File: src/rtl/pipe_chain.sv
// pipe_chain: elastic linear pipeline of STAGES valid/data registers.
// Items advance toward the output whenever the stage ahead is free or will be
// freed this cycle. Empty stages collapse, so a stalled sink still lets
// younger items close up behind the oldest one. A global stall freezes
// everything. A per-stage flush mask invalidates selected stages and blocks all
// movement in that cycle.
module pipe_chain #(
  parameter  int DATA_W = 32,
  parameter  int STAGES = 4,
  localparam int CNT_W  = $clog2(STAGES + 1)
) (
  input  logic              clk,
  input  logic              rst,
  input  logic              in_valid,
  output logic              in_ready,
  input  logic [DATA_W-1:0] in_data,
  output logic              out_valid,
  input  logic              out_ready,
  output logic [DATA_W-1:0] out_data,
  input  logic              stall,
  input  logic [STAGES-1:0] flush_mask,
  output logic [CNT_W-1:0]  occupancy
);

  logic [STAGES-1:0]             v_q, v_d;
  logic [STAGES-1:0][DATA_W-1:0] d_q, d_d;
  logic [CNT_W-1:0]              occ_q, occ_d;
  logic [STAGES-1:0]             rdy;
  logic                          flush_any;
  logic                          move_en;
  logic                          in_fire;

  assign flush_any = |flush_mask;
  assign move_en   = !stall && !flush_any;

  // Stage k can take an item when some stage from k to the output is empty
  // or the sink is ready. This is the unrolled form of the chain
  // rdy[k] = !v[k] || rdy[k+1]. Unrolling avoids a bit-to-bit combinational
  // path inside one vector.
  for (genvar gi = 0; gi < STAGES; gi++) begin : g_rdy
    assign rdy[gi] = out_ready || !(&v_q[STAGES-1:gi]);
  end

  assign in_ready  = rdy[0] && move_en;
  assign out_valid = v_q[STAGES-1] && move_en;
  assign out_data  = d_q[STAGES-1];
  assign occupancy = occ_q;
  assign in_fire   = in_valid && in_ready;

  // Next valid/data state: flush beats stall, and stall beats movement.
  always_comb begin
    v_d = v_q;
    d_d = d_q;
    if (flush_any) begin
      v_d = v_q & ~flush_mask;
    end else if (!stall) begin
      for (int k = 1; k < STAGES; k++) begin
        // A valid item leaves stage k exactly when rdy[k] is high.
        // The item behind it moves up under the same condition.
        v_d[k] = (v_q[k] && !rdy[k]) || (v_q[k-1] && rdy[k]);
        if (v_q[k-1] && rdy[k]) begin
          d_d[k] = d_q[k-1];
        end
      end
      v_d[0] = (v_q[0] && !rdy[0]) || in_fire;
      if (in_fire) begin
        d_d[0] = in_data;
      end
    end
  end

  // Occupancy is registered as the population count of the next valid vector.
  // It therefore always matches the valid bits currently held.
  always_comb begin
    occ_d = '0;
    for (int k = 0; k < STAGES; k++) begin
      occ_d = occ_d + CNT_W'(v_d[k]);
    end
  end

  // State registers: asynchronous reset empties the pipe and clears payloads.
  always_ff @(posedge clk or posedge rst) begin
    if (rst) begin
      v_q   <= '0;
      d_q   <= '0;
      occ_q <= '0;
    end else begin
      v_q   <= v_d;
      d_q   <= d_d;
      occ_q <= occ_d;
    end
  end

endmodule

File: config.mk
export PLATFORM = sky130hd
export DESIGN_NAME = pipe_chain
export DESIGN_NICKNAME = d
export VERILOG_FILES = /design/src/rtl/pipe_chain.sv
export SDC_FILE = /design/constraint.sdc
export NUM_CORES = 1
export LEC_CHECK = 0
export CAP_MARGIN = 5
export CORE_ASPECT_RATIO = 1.4
export CORE_MARGIN = 3
export CORE_UTILIZATION = 50
export CTS_CLUSTER_DIAMETER = 150
export DETAILED_ROUTE_END_ITERATION = 8
export PLACE_DENSITY_LB_ADDON = 0.08
export SKIP_LAST_GASP = 1
export SYNTH_ARGS = -nofsm -noshare
export SYNTH_HDL_FRONTEND = slang
export SYNTH_SLANG_ARGS = --single-unit
File: constraint.sdc
create_clock -name clk -period 13.25 [get_ports clk]
set_input_delay 2.65 -clock clk [delete_from_list [all_inputs] [get_ports clk]]
set_output_delay 2.65 -clock clk [all_outputs]
set_load 0.05 [all_outputs]
==> results of run 1 <==
## Yosys cell counts
master / instances
inv_1: 4
buf_4: 32
nor2b_1: 2
mux2_2: 91
fa_1: 1
nand2b_1: 1
nor2_1: 2
ha_1: 2
nand3_1: 1
dfrtp_1: 135
a21bo_2: 1
a211oi_1: 1
o2111ai_1: 1
nor4_2: 1
mux2_1: 7
buf_2: 4
a2bb2oi_1: 1
clkbuf_1: 6
a32o_1: 1
mux2_4: 30
a21oi_1: 3
a2111oi_2: 1
and4b_1: 1
nand2_1: 2
buf_6: 3
and3_1: 1
or4b_1: 1
or4_4: 1
nand4_1: 1
## final cells by class
cell class                      instances  area share (%)
Clock buffer                           21           6.757
Inverter                                4          0.2938
Sequential cell                       135           49.58
Multi-Input combinational cell        154           26.40
Timing Repair Buffer                   82           11.86
Clock inverter                         10           2.571
Tap cell                              138           2.534
## state kept, by name (all words and copies together), names as in the netlist
signal,count
d_q,96
v_q,4
out_data,32
occupancy,3
## worst max-delay path by stage
stage / endpoint / slack [ns] / cells after the start
CTS: in_ready / 5.75 / 4
floorplan: in_ready / 6.14 / 2
finish: in_ready / 5.76 / 4
detailed placement: in_ready / 5.78 / 4
global route: in_ready / 5.66 / 4
global placement: in_ready / 5.78 / 4
## cell families after synthesis
kind of cell             Yosys count
adder cells (fa/ha/maj)            3
multiplexers                     128
AND/OR/NAND/NOR                   14
flip-flops                       135
buffers and inverters             49
AO/OA/AOI/OAI                      9
## power groups by stage
stage	Clock (mW)	Sequential, mW	Combinational (mW)
2_1_floorplan	0	0.450	0.0292
5_1_grt	0.533	0.449	0.0537
4_1_cts	0.514	0.446	0.0492
3_5_place_dp	0	0.453	0.0488
3_3_place_gp	0	0.452	0.0473
6_report	0.500	0.446	0.0477
## metrics by stage
stage	setup slack [ns]	power (mW)	hold slack (ns)	instance area, µm²
finish	5.755	0.9937	0.4837	6814
global route	5.661	1.035	0.5102	6814
CTS	5.751	1.009	0.4874	6814
detailed placement	5.776	0.5020	0.4750	6178
global placement	5.780	0.4991	0.4687	6178
floorplan	6.140	0.4795	0.4522	5479
## per-layer routing
metal	wire length, µm	share of wire (%)
met5	0	0
met4	115	1.3
met3	473	5.3
met2	4454	50
met1	3897	44
==> impl_metrics.env, run 1 <==
export IMPL_post_route_util_pct=64.80
export IMPL_fin_crit_ns=7.495
export IMPL_reg2regPathDepth=6
export IMPL_synth_area_per_cell_um2=16.21
export IMPL_core_area_mm2=0.01052
export IMPL_finalWeightedCongestion=0.7555
export IMPL_power_frac_comb_pct=4.8
export IMPL_wl_um=8941
export IMPL_slowest_stage="clkdlybuf4s50_1"
export IMPL_final_cell_mix="dfrtp_1 (135), mux2_2 (91), clkdlybuf4s50_1 (77)"
export IMPL_reg2reg_from="v_q[1]"
export IMPL_boundaryPins=78
export IMPL_synthTopCellsByArea="dfrtp_1 (62%), mux2_2 (19%), mux2_4 (8.2%), buf_4 (4.4%), mux2_1 (1.4%)"
export IMPL_endpoint_kind="output pin"
export IMPL_crit_chain="clkdlybuf4s50_1 > or4_4 > a211oi_1 > clkdlybuf4s50_1"
export IMPL_drtAntennaViolNets=0
export IMPL_cts_root_buf="clkbuf_16"
export IMPL_finalHoldViolCount=0
export IMPL_cp_start_kind="input pin"
export IMPL_tns_ns=0
export IMPL_multi_input_area_mm2=0.001799
export IMPL_numClockSinks=135
export IMPL_first_iter_violations=82
export IMPL_crit_type="input pin to output pin"
export IMPL_cp_common_cell="clkdlybuf4s50_1"
export IMPL_outcome="finished, final reports clean"
export IMPL_p_int_mw=0.8053
export IMPL_wire_per_inst_um=16.44
export IMPL_crit_required_ns=10.60
export IMPL_grtUsageMet1_pct=20.51
export IMPL_cts_buffers=17
export IMPL_cts_tree="built"
export IMPL_stdcell_count=544
export IMPL_crit_start="stall"
export IMPL_hold_buffers=0
export IMPL_area_growth_pct=24.37
export IMPL_hp_class="register to register"
export IMPL_r2r_slack_ns=10.99
export IMPL_synth_top_family_by_area="multiplexers"
export IMPL_clkLatencyLatePin_ns=0.40
export IMPL_cts_resized=0
export IMPL_switching_power_mw=0.1884
export IMPL_ys_warn_count=0
export IMPL_via_count=2775
export IMPL_cp_max_fo=4
export IMPL_cp_num_buf_inv=2
export IMPL_fillers=785
export IMPL_synth_simple_area_share_pct=1.736
export IMPL_htreeDepth=4
export IMPL_grt_busiest_layer="met2"
export IMPL_grt_util_met3_pct=5.767
export IMPL_slew_viol_final=0
export IMPL_antenna_cells=0
export IMPL_leakage_nw=3.388
export IMPL_synth_cells=338
export IMPL_setup_viol=0
export IMPL_fmax_mhz=133.4
export IMPL_drc=0
export IMPL_clkTransAtPathRegs_ns=0.05
export IMPL_die_y_um=129.9
export IMPL_power_frac_seq_pct=44.9
export IMPL_slew_headroom_pct=31.84
export IMPL_yosysUniqueCellTypes=29
export IMPL_seq_area_frac_synth_pct=61.66
export IMPL_fin_nets=438
export IMPL_period_share_pct=56.57
export IMPL_placementRows=44
export IMPL_die_w_um=94.47
export IMPL_netlist_area_mm2=0.005479
export IMPL_cts_setup_buffers=0
export IMPL_layout_commonest_cell="dfrtp_1"
export IMPL_register_area_mm2=0.003378
export IMPL_grt_first_pass_wirelength_um=15460
export IMPL_die_area_mm2=0.01227
export IMPL_muxShareOfSynthArea_pct=28.36
export IMPL_synth_top_cell_area_share_pct=61.66
export IMPL_routed_via_density=5.101
export IMPL_max_slew_worst_pin_slew_ns=1.022
export IMPL_powerDensity_mw_per_mm2=145.8
export IMPL_synth_xor_area_share_pct=0
export IMPL_initial_core_util_pct=52.11
export IMPL_dp_cells=513
export IMPL_yosys_area_top_type="dfrtp_1"
export IMPL_drive_gt1_share_pct=39.90
export IMPL_slowest_delay_ns=0.87
export IMPL_peakVddDrop_mv=0.09104
export IMPL_whs_endpoint="d_q[24]"
export IMPL_rsz0062_at_grt="false"
export IMPL_worstPathArrival_ns=4.84
export IMPL_regToRegEndpoint="occupancy[1]"
export IMPL_use_met2_pct=27.22
export IMPL_synthesis_nets=382
export IMPL_dp_hpwl_um=5408
export IMPL_cts_path_max_buffers=2
export IMPL_synth_fa_ha_area_share_pct=0.8221
export IMPL_whs_path_depth=1
export IMPL_grt_pass1_vias=3156
export IMPL_p_clk_share_pct=50.3
export IMPL_grt_overflow=0
export IMPL_ys_ff_latch=135
export IMPL_cap_violations=0
export IMPL_antenna_found_initial=0
export IMPL_dr_pass1_iters=4
export IMPL_min_from="d_q[24]"
export IMPL_skew_ns=0.005672
export IMPL_grt_usage_pct=16.72
export IMPL_cp_top_family="buffers and inverters"
export IMPL_synth_compound_area_share_pct=1.370
export IMPL_numPortBuffers=77
export IMPL_grt_max_degree=85
export IMPL_swShare_pct=18.96
Power figures use the tool's default switching activity.
==> run 2: changes to the inputs <==
==> constraint.sdc (replaced) <==
create_clock -name clk -period 7.54 [get_ports clk]
set_input_delay 1.508 -clock clk [delete_from_list [all_inputs] [get_ports clk]]
set_output_delay 1.508 -clock clk [all_outputs]
set_load 0.05 [all_outputs]
==> run 2 against run 1 <==
Cell area down 2.0%. Hold slack better by 0.00099 ns. Wire length shrank 1.5%. First-iteration DRC count down 1.2%. Critical path type unchanged. Critical endpoint unchanged.
==> impl_metrics.env, run 2 (synthesized netlist as in run 1, its figures left out) <==
export IMPL_outcome="finished, final reports clean"
export IMPL_post_route_util_pct=63.52
export IMPL_finalHoldViolCount=0
export IMPL_worstSetupEndpoint="in_ready"
export IMPL_cts_buffers=17
export IMPL_numClockSinks=135
export IMPL_slew_viol_final=0
export IMPL_largest_reg_flops=96
export IMPL_cts_root_buf="clkbuf_16"
export IMPL_die_area_mm2=0.01227
export IMPL_peakVddDrop_mv=0.1765
export IMPL_setup_viol=0
export IMPL_clkLatencyLatePin_ns=0.40
export IMPL_skew_ns=0.006175
export IMPL_antenna_cells=0
export IMPL_dr_pass1_iters=3
export IMPL_die_w_um=94.47
export IMPL_reg2regPathDepth=6
export IMPL_antenna_found_initial=0
export IMPL_place_area_mm2=0.006178
export IMPL_slowest_stage="clkdlybuf4s50_1"
export IMPL_area_growth_pct=21.90
export IMPL_drive_gt1_share_pct=38.77
export IMPL_boundaryPins=78
export IMPL_grt_pass1_vias=3021
export IMPL_clkTransAtPathRegs_ns=0.06
export IMPL_cp_common_cell="clkdlybuf4s50_1"
export IMPL_layout_commonest_cell="dfrtp_1"
export IMPL_hp_class="register to register"
export IMPL_period_share_pct=68.87
export IMPL_final_cell_mix="dfrtp_1 (135), mux2_2 (91), clkdlybuf4s50_1 (77)"
export IMPL_regMostFlops="d_q"
export IMPL_cts_path_max_buffers=2
export IMPL_placementRows=44
export IMPL_cap_violations=0
export IMPL_cp_start_kind="input pin"
export IMPL_via_count=2773
export IMPL_worstPathArrival_ns=3.69
export IMPL_routed_via_density=5.107
export IMPL_grt_usage_pct=16.02
export IMPL_stdcell_area_mm2=0.006679
export IMPL_first_iter_violations=81
export IMPL_slowest_delay_ns=0.86
export IMPL_cts_resized=0
export IMPL_grt_busiest_layer="met2"
export IMPL_powerDensity_mw_per_mm2=234.1
export IMPL_hold_buffers=0
export IMPL_wire_per_inst_um=16.21
export IMPL_tns_ns=0
export IMPL_htreeDepth=4
export IMPL_core_area_mm2=0.01052
export IMPL_regToRegEndpoint="occupancy[1]"
export IMPL_cts_setup_buffers=0
export IMPL_crit_type="input pin to output pin"
export IMPL_dp_hpwl_um=5386
export IMPL_fillers=810
export IMPL_drtAntennaViolNets=0
export IMPL_crit_required_ns=6.03
export IMPL_cp_max_fo=4
export IMPL_r2r_slack_ns=5.29
export IMPL_rsz0062_at_grt="false"
export IMPL_drc=0
export IMPL_use_met2_pct=26.09
export IMPL_numPortBuffers=77
export IMPL_finalWeightedCongestion=0.7574
export IMPL_grtUsageMet1_pct=19.92
export IMPL_fmax_mhz=192.6
export IMPL_fin_nets=438
export IMPL_max_slew_worst_pin_slew_ns=0.8961
export IMPL_endpoint_kind="output pin"
export IMPL_grt_max_degree=75
export IMPL_cts_tree="built"
export IMPL_leakage_nw=3.322
export IMPL_cp_depth=4
export IMPL_initial_core_util_pct=52.11
export IMPL_reg2reg_from="v_q[1]"
export IMPL_cp_num_buf_inv=2
export IMPL_grt_overflow=0
export IMPL_crit_chain="clkdlybuf4s50_1 > or4_4 > a211oi_1 > clkdlybuf4s50_1"
export IMPL_wl_um=8803
export IMPL_die_y_um=129.9
export IMPL_grt_first_pass_wirelength_um=14920
export IMPL_crit_start="flush_mask[1]"
export IMPL_slew_headroom_pct=40.26
export IMPL_cp_top_family="buffers and inverters"
export IMPL_grt_util_met3_pct=5.767
export IMPL_fin_crit_ns=5.193
==> run 2: changes by cell type in the layout (fill, tap and decap cells not counted), sizes merged <==
cell    previous run  this run
bufinv             5         0
clkbuf            21        25
==> run 2: area by class of cell <==
| cell class | instances | area, µm² | area share [%] |
|---|---|---|---|
| Timing Repair Buffer | 82 | 808.3 | 12.10 |
| Sequential cell | 135 | 3378 | 50.58 |
| Clock inverter | 5 | 25.02 | 0.3747 |
| Clock buffer | 25 | 475.5 | 7.119 |
| Multi-Input combinational cell | 154 | 1799 | 26.94 |
| Inverter | 4 | 20.02 | 0.2997 |
| Tap cell | 138 | 172.7 | 2.585 |
==> run 2: worst min-delay path by stage <==
| stage | to | startpoint | cells past startpoint | slack (ns) |
|---|---|---|---|---|
| after floorplan | d_q[93] | d_q[61] | 1 | 0.45 |
| after global placement | d_q[93] | d_q[61] | 1 | 0.47 |
| after detailed placement | d_q[24] | d_q[24] | 1 | 0.48 |
| after CTS | d_q[24] | d_q[24] | 1 | 0.49 |
| after global routing | d_q[64] | d_q[64] | 1 | 0.51 |
| final | d_q[24] | d_q[24] | 1 | 0.48 |
==> run 2: stage by stage <==
step / cells / hold WS (ns) / setup slack [ns] / power [mW]
6_report: 543 / 0.4847 / 2.347 / 1.564
5_1_grt: 543 / 0.5074 / 2.220 / 1.632
4_1_cts: 543 / 0.4877 / 2.335 / 1.585
3_5_place_dp: 513 / 0.4750 / 2.355 / 0.8825
3_3_place_gp: 513 / 0.4658 / 2.354 / 0.8770
2_1_floorplan: 338 / 0.4522 / 2.421 / 0.8426
==> run 2: per-layer routing <==
metal | routed length [µm] | vias up
met2 | 4411 | 61
met3 | 455 | 6
met5 | 0 | -
met4 | 89 | 0
met1 | 3848 | 1423
li1 | - | 1283
==> run 2: power by group <==
part,leakage [nW],switching [mW],internal (mW)
combinational,1.23,0.0317,0.0518
sequential,1.85,0.0193,0.764
clock,0.251,0.266,0.431
